File: src/rtl/frame_ch_sequencer.sv
// frame_ch_sequencer: per-frame channel-index sequencer for bank 0.
// On each frame trigger, walks the channel index 0..NUM_CH-1 over a
// valid/ready handshake. It then emits the end-of-frame marker (value NUM_CH),
// counts accepted markers and flags triggers that arrive mid-frame.
//
// Ports:
//   clk          rising-edge clock
//   rst_n        asynchronous active-low reset
//   frame_start  single-cycle frame trigger
//   ch_ready     downstream accept
//   ch_out       channel index, NUM_CH marker, or 8'hFF when idle
//   ch_valid     ch_out valid
//   busy         frame in progress
//   overrun      one-cycle pulse for each dropped trigger
//   frames_sent  count of accepted end-of-frame markers (wraps mod 2^32)
module frame_ch_sequencer #(
    parameter int unsigned NUM_CH = 32
) (
    input  logic        clk,
    input  logic        rst_n,
    input  logic        frame_start,
    input  logic        ch_ready,
    output logic [7:0]  ch_out,
    output logic        ch_valid,
    output logic        busy,
    output logic        overrun,
    output logic [31:0] frames_sent
);

    localparam int unsigned IDX_W = 8;
    localparam int unsigned CNT_W = 32;
    localparam logic [IDX_W-1:0] EOF_MARK  = IDX_W'(NUM_CH);
    localparam logic [IDX_W-1:0] LAST_IDX  = IDX_W'(NUM_CH - 1);
    localparam logic [IDX_W-1:0] IDLE_CODE = 8'hFF;

    typedef enum logic [1:0] {
        ST_IDLE = 2'd0,
        ST_SCAN = 2'd1,
        ST_EOF  = 2'd2
    } state_t;

    state_t           state;
    state_t           state_nxt;
    logic [IDX_W-1:0] idx;
    logic [IDX_W-1:0] idx_nxt;
    logic [IDX_W-1:0] ch_out_nxt;
    logic             overrun_nxt;
    logic             frame_done_c;
    logic             xfer_c;

    assign xfer_c = ch_valid & ch_ready;

    // Next-state, next-index and event decode
    always_comb begin
        state_nxt    = state;
        idx_nxt      = idx;
        overrun_nxt  = 1'b0;
        frame_done_c = 1'b0;
        case (state)
            ST_IDLE: begin
                if (frame_start) begin
                    state_nxt = ST_SCAN;
                    idx_nxt   = '0;
                end
            end
            ST_SCAN: begin
                // Triggers mid-scan are dropped; the current frame carries on
                overrun_nxt = frame_start;
                if (xfer_c) begin
                    if (idx == LAST_IDX) begin
                        state_nxt = ST_EOF;
                    end else begin
                        idx_nxt = idx + IDX_W'(1);
                    end
                end
            end
            ST_EOF: begin
                if (xfer_c) begin
                    frame_done_c = 1'b1;
                    // A trigger coincident with the marker transfer chains
                    // the next frame with no idle gap
                    if (frame_start) begin
                        state_nxt = ST_SCAN;
                        idx_nxt   = '0;
                    end else begin
                        state_nxt = ST_IDLE;
                    end
                end else begin
                    overrun_nxt = frame_start;
                end
            end
            default: begin
                state_nxt = ST_IDLE;
                idx_nxt   = '0;
            end
        endcase
    end

    // Output value follows the state being entered so outputs stay registered
    always_comb begin
        ch_out_nxt = IDLE_CODE;
        case (state_nxt)
            ST_SCAN: ch_out_nxt = idx_nxt;
            ST_EOF:  ch_out_nxt = EOF_MARK;
            default: ch_out_nxt = IDLE_CODE;
        endcase
    end

    // State and output registers
    always_ff @(posedge clk or negedge rst_n) begin
        if (!rst_n) begin
            state    <= ST_IDLE;
            idx      <= '0;
            ch_out   <= IDLE_CODE;
            ch_valid <= 1'b0;
            busy     <= 1'b0;
            overrun  <= 1'b0;
        end else begin
            state    <= state_nxt;
            idx      <= idx_nxt;
            ch_out   <= ch_out_nxt;
            ch_valid <= (state_nxt != ST_IDLE);
            busy     <= (state_nxt != ST_IDLE);
            overrun  <= overrun_nxt;
        end
    end

    // Completed-frame counter, advanced only on an accepted marker
    always_ff @(posedge clk or negedge rst_n) begin
        if (!rst_n) begin
            frames_sent <= '0;
        end else if (frame_done_c) begin
            frames_sent <= frames_sent + CNT_W'(1);
        end
    end

endmodule

File: config.mk
export PLATFORM = sky130hd
export DESIGN_NAME = frame_ch_sequencer
export DESIGN_NICKNAME = d
export VERILOG_FILES = /design/src/rtl/frame_ch_sequencer.sv
export SDC_FILE = /design/constraint.sdc
export NUM_CORES = 1
export LEC_CHECK = 0
export CAP_MARGIN = 20
export CORE_MARGIN = 2
export CORE_UTILIZATION = 40
export CTS_CLUSTER_SIZE = 8
export DETAILED_ROUTE_END_ITERATION = 10
export PLACE_DENSITY = 0.74
export SETUP_SLACK_MARGIN = 0.2
export SYNTH_ARGS = -nofsm -noshare
export SYNTH_HDL_FRONTEND = slang
export SYNTH_SLANG_ARGS = --single-unit
File: constraint.sdc
create_clock -name clk -period 4.1 [get_ports clk]
set_input_delay 0.41 -clock clk [delete_from_list [all_inputs] [get_ports clk]]
set_output_delay 0.41 -clock clk [all_outputs]
set_load 0.1 [all_outputs]
==> results_tabular.tex <==
\begin{tabular}{lr}
\hline
Metric & Value \\
\hline
\multicolumn{2}{l}{\textbf{Outcome}} \\
Outcome & finished with violations \\
Failing checks & design-rule violations \\
\multicolumn{2}{l}{\textbf{STA}} \\
Transition at the pin with the smallest max-transition slack & approximately 0.98 ns \\
Count of final setup violators & 0 \\
Min Clock Period, post-route & about 2.6 ns \\
Worst slew slack as a fraction of its limit & between 30\% and 40\% \\
Worst Skew & around 0.0092 ns \\
Unrepaired setup endpoints after global routing & no \\
Ratio of final minimum period to clock period & 62.9\% \\
Setup Total Neg Slack & 0 ns \\
Achievable Freq & around 390 MHz \\
Count of endpoints failing hold in the final timing report & 0 \\
Max-slew violation count & 0 \\
\multicolumn{2}{l}{\textbf{Floorplan}} \\
Width of the die & 85.7 um \\
Overall die area & about 7300 um\^{}2 \\
Initial Utilization & slightly above 40\% \\
I/O pin total & 47 \\
Rows & 29 \\
Core area & 6420 um\^{}2 \\
Die span in y & 85.7 um \\
\multicolumn{2}{l}{\textbf{Setup path}} \\
End of the worst register-to-register path & ch\_out[7]\$\_DFF\_PN1\_ \\
Startpoint-to-endpoint class of the critical path & flop to flop \\
Crit-path most repeated cell & sky130\_fd\_sc\_hd\_\_ha\_1 \\
Cell breakdown of the critical path & inv\_1 -> ha\_1 -> and3\_1 -> o21a\_1 -> nor2\_1 -> a211oi\_1 -> ha\_1 -> nand2b\_1 -> o32ai\_1 \\
Critical path buffer and inverter count & 1 \\
Launching element of the worst setup path & state[0]\$\_DFF\_PN0\_ \\
Critical Path Stages & 9 \\
WP data required & roughly 4.3 ns \\
Register-to-Register Setup Slack & 1.52 ns \\
Length in cells of the worst reg-to-reg path & 9 \\
CP max-delay cell & sky130\_fd\_sc\_hd\_\_dfrtp\_1 \\
Category of cells accounting for the largest share of critical-path delay & compound AO/OA/AOI/OAI gates \\
Capturing element type of the critical path & flop \\
Critical path data arrival time & approximately 2.8 ns \\
Largest fanout on the critical path & 8 \\
Launching element type of the critical path & flop \\
R2R Path Start & state[0]\$\_DFF\_PN0\_ \\
Last element of the critical path & ch\_out[7]\$\_DFF\_PN1\_ \\
Maximum cell stage delay along the critical path & between 0.4 and 0.5 ns \\
\multicolumn{2}{l}{\textbf{Yosys}} \\
Yosys synthesis warning count & 0 \\
Share of Yosys cell area claimed by the top area cell type & a little over 40\% \\
Synthesized netlist cell count & about 260 \\
Synthesized net count & 269 \\
Number of enable flip-flop cells after synthesis & 0 \\
Proportion of synthesized chip area in sequential cells & about half \\
Main area contributors after synthesis & sky130\_fd\_sc\_hd\_\_dfrtp\_1 41\%, sky130\_fd\_sc\_hd\_\_dfstp\_2 7.9\%, sky130\_fd\_sc\_hd\_\_xor2\_1 6.9\% \\
Synthesized cell area & 2670 um\^{}2 \\
Number of flip-flops and latches in the synthesized netlist & 52 \\
Cell type with the highest aggregate area in the netlist & sky130\_fd\_sc\_hd\_\_dfrtp\_1 \\
Share of flip-flops with an asynchronous set or reset after synthesis & between 90\% and 100\% \\
Cell variety after synth & 53 \\
Prevailing post-synth register cell & sky130\_fd\_sc\_hd\_\_dfrtp\_1 \\
Synthesized area per cell & between 10 and 15 um\^{}2 \\
\multicolumn{2}{l}{\textbf{Clock tree}} \\
Num Clock Sinks & 52 \\
Largest buffer count on any clock path & 2 \\
CTS Hold Buffers Added & 0 \\
Maximum level of the CTS H-tree & 2 \\
Clk slew on worst S/H paths & 0.09 ns \\
Number of gates resized after CTS & 0 \\
Setup Buffers After CTS & 0 \\
Cell at the root of the clock tree & sky130\_fd\_sc\_hd\_\_clkbuf\_8 \\
Number of clock buffers inserted by TritonCTS & 5 \\
TritonCTS clock tree & built \\
Worst skew pair latency & 0.30 ns \\
\multicolumn{2}{l}{\textbf{Detailed routing}} \\
Wire length on met1 & 2.70 mm \\
Final wirelength & around 5.7 mm \\
DR iter-0 viols & roughly 120 \\
Avg WL per Cell & 15.1 um \\
Via density per instance & approximately 5.6 \\
Sum of met3 wire segment lengths after detailed routing & approximately 280 um \\
DR pass1 iterations & 10 \\
Antenna Nets Post-Route & 0 \\
Via count & 2,111 \\
Post-route DRC violation count & 5 \\
Met2 wire len & 2.67 mm \\
Highest routed layer & met4 \\
\multicolumn{2}{l}{\textbf{GRT}} \\
Wire length of the first global-routing pass & around 9.6 mm \\
Vias in the first global route & 2,002 \\
Final global-route overflow total & 0 \\
Maximum number of pins on one net before global-route repair & 53 \\
All-Layer GR Usage & roughly 16\% \\
Number of antenna violations at the first check in global routing & 0 \\
\multicolumn{2}{l}{\textbf{Place}} \\
PortBufs & 46 \\
Cell area after placement & 3170 um\^{}2 \\
HPWL Detailed & 4.05 mm \\
Routability-driven placement congestion ratio & 0.860 \\
\multicolumn{2}{l}{\textbf{Cells and area}} \\
Share of layout cells above drive strength 1 & under 10\% \\
Commonest non-fill, non-tap cells in the layout & 45 x sky130\_fd\_sc\_hd\_\_clkdlybuf4s50\_1, 44 x sky130\_fd\_sc\_hd\_\_dfrtp\_1, 21 x sky130\_fd\_sc\_hd\_\_xor2\_1 \\
Most common library cell in the layout ignoring fill and taps & sky130\_fd\_sc\_hd\_\_clkdlybuf4s50\_1 \\
Area overhead of the layout relative to synthesis & 22.9\% \\
Inserted Diodes & 0 \\
Post-route standard cell area excluding fillers & 3280 um\^{}2 \\
Filler Cells Inserted & 578 \\
\# nets final & approximately 310 \\
\multicolumn{2}{l}{\textbf{Pwr}} \\
Static leakage power & between 0.0015 and 0.002 uW \\
Power Density & 550 nW/um\^{}2 \\
Max rail drop VDD & 0.400 mV \\
\multicolumn{2}{l}{\textbf{Run}} \\
Max-capacitance violation count & 0 \\
\multicolumn{2}{l}{\textbf{Worst hold path}} \\
Class of the most critical hold timing path & input pin to async pin \\
\hline
\end{tabular}
==> kinds of logic (layout without fill, tap and decap cells) <==
kind of cell             Yosys count  in the layout  share of synthesized area [%]
XOR/XNOR                          31             31                           10.2
AND/OR/NAND/NOR                  101            101                           21.2
flip-flops                        52             52                           49.1
adder cells (fa/ha/maj)            9              9                           4.22
buffers and inverters             23             66                           3.98
multiplexers                       1              1                          0.422
AO/OA/AOI/OAI                     39             39                           11.0
==> state kept, by name, summed over array words and instances (netlist names) <==
name / flops
busy: 1
ch_out: 8
frames_sent: 32
idx: 8
overrun: 1
state: 2
==> metrics by stage <==
stage / util [%] / worst slack, ns / instances / hold WS [ns] / power, uW
finish: 51.1 / 1.52 / 376 / 0.206 / 1800
global route: 51.1 / 1.25 / 376 / 0.254 / 1900
CTS: 51.1 / 1.55 / 376 / 0.226 / 1820
detailed placement: 49.3 / 1.30 / 368 / 0.462 / 1450
global placement: 49.3 / 1.37 / 368 / 0.456 / 1450
floorplan: - / 1.25 / 256 / 0.114 / 1280
==> synth_stat cells, types with 2 or more instances <==
cell type and number:
sky130_fd_sc_hd__buf_4 2, sky130_fd_sc_hd__nor2_1 13, sky130_fd_sc_hd__o21bai_1 2, sky130_fd_sc_hd__a21oi_1 4
sky130_fd_sc_hd__nor4_1 7, sky130_fd_sc_hd__nand2_1 18, sky130_fd_sc_hd__a21o_1 2, sky130_fd_sc_hd__and4_1 4
sky130_fd_sc_hd__and3_1 4, sky130_fd_sc_hd__inv_1 11, sky130_fd_sc_hd__nand4_1 7, sky130_fd_sc_hd__nor4_2 2
sky130_fd_sc_hd__nor2b_1 3, sky130_fd_sc_hd__dfstp_2 8, sky130_fd_sc_hd__a31oi_1 2, sky130_fd_sc_hd__o21ai_0 2
sky130_fd_sc_hd__nand3_1 15, sky130_fd_sc_hd__buf_2 3, sky130_fd_sc_hd__ha_1 9, sky130_fd_sc_hd__o21a_1 5
sky130_fd_sc_hd__nor3_1 15, sky130_fd_sc_hd__and2_1 4, sky130_fd_sc_hd__dfrtp_1 44, sky130_fd_sc_hd__clkbuf_1 4
sky130_fd_sc_hd__o32ai_1 3, sky130_fd_sc_hd__a211oi_1 3, sky130_fd_sc_hd__xor2_1 21, sky130_fd_sc_hd__nand2b_1 2
sky130_fd_sc_hd__or3_1 2, sky130_fd_sc_hd__o22ai_1 3, sky130_fd_sc_hd__xnor2_1 10
==> cell type report <==
cell class                 count  area [um^2]  share of cell area [%]
clock buffer                   6         82.6                    2.52
clock inverter                 2         33.8                    1.03
inverter                      11         41.3                    1.26
multi-input combinational    181         1250                    38.2
sequential                    52         1310                    40.0
tap                           77         96.3                    2.94
timing repair buffer          47          463                    14.1
==> power breakdown <==
part	internal [uW]	switching (uW)	leakage [uW]
clock network	197	168	0.0000588
registers	605	47.9	0.000672
logic	196	590	0.000776
==> how the worst min path moves through the flow <==
stage / end / startpoint
floorplan: busy$_DFF_PN0_ / rst_n
global placement: frames_sent[31]$_DFFE_PN0P_ / frames_sent[31]$_DFFE_PN0P_
detailed placement: frames_sent[31]$_DFFE_PN0P_ / frames_sent[31]$_DFFE_PN0P_
CTS: frames_sent[8]$_DFFE_PN0P_ / rst_n
global route: frames_sent[8]$_DFFE_PN0P_ / rst_n
finish: frames_sent[11]$_DFFE_PN0P_ / rst_n
==> layer usage <==
layer  vias up  GRT usage [%]
met4         0           4.47
met1      1032           22.9
met5         -              0
met2        69           25.4
met3         4           3.46
li1       1006              -
(Power assumes the default switching activity.)
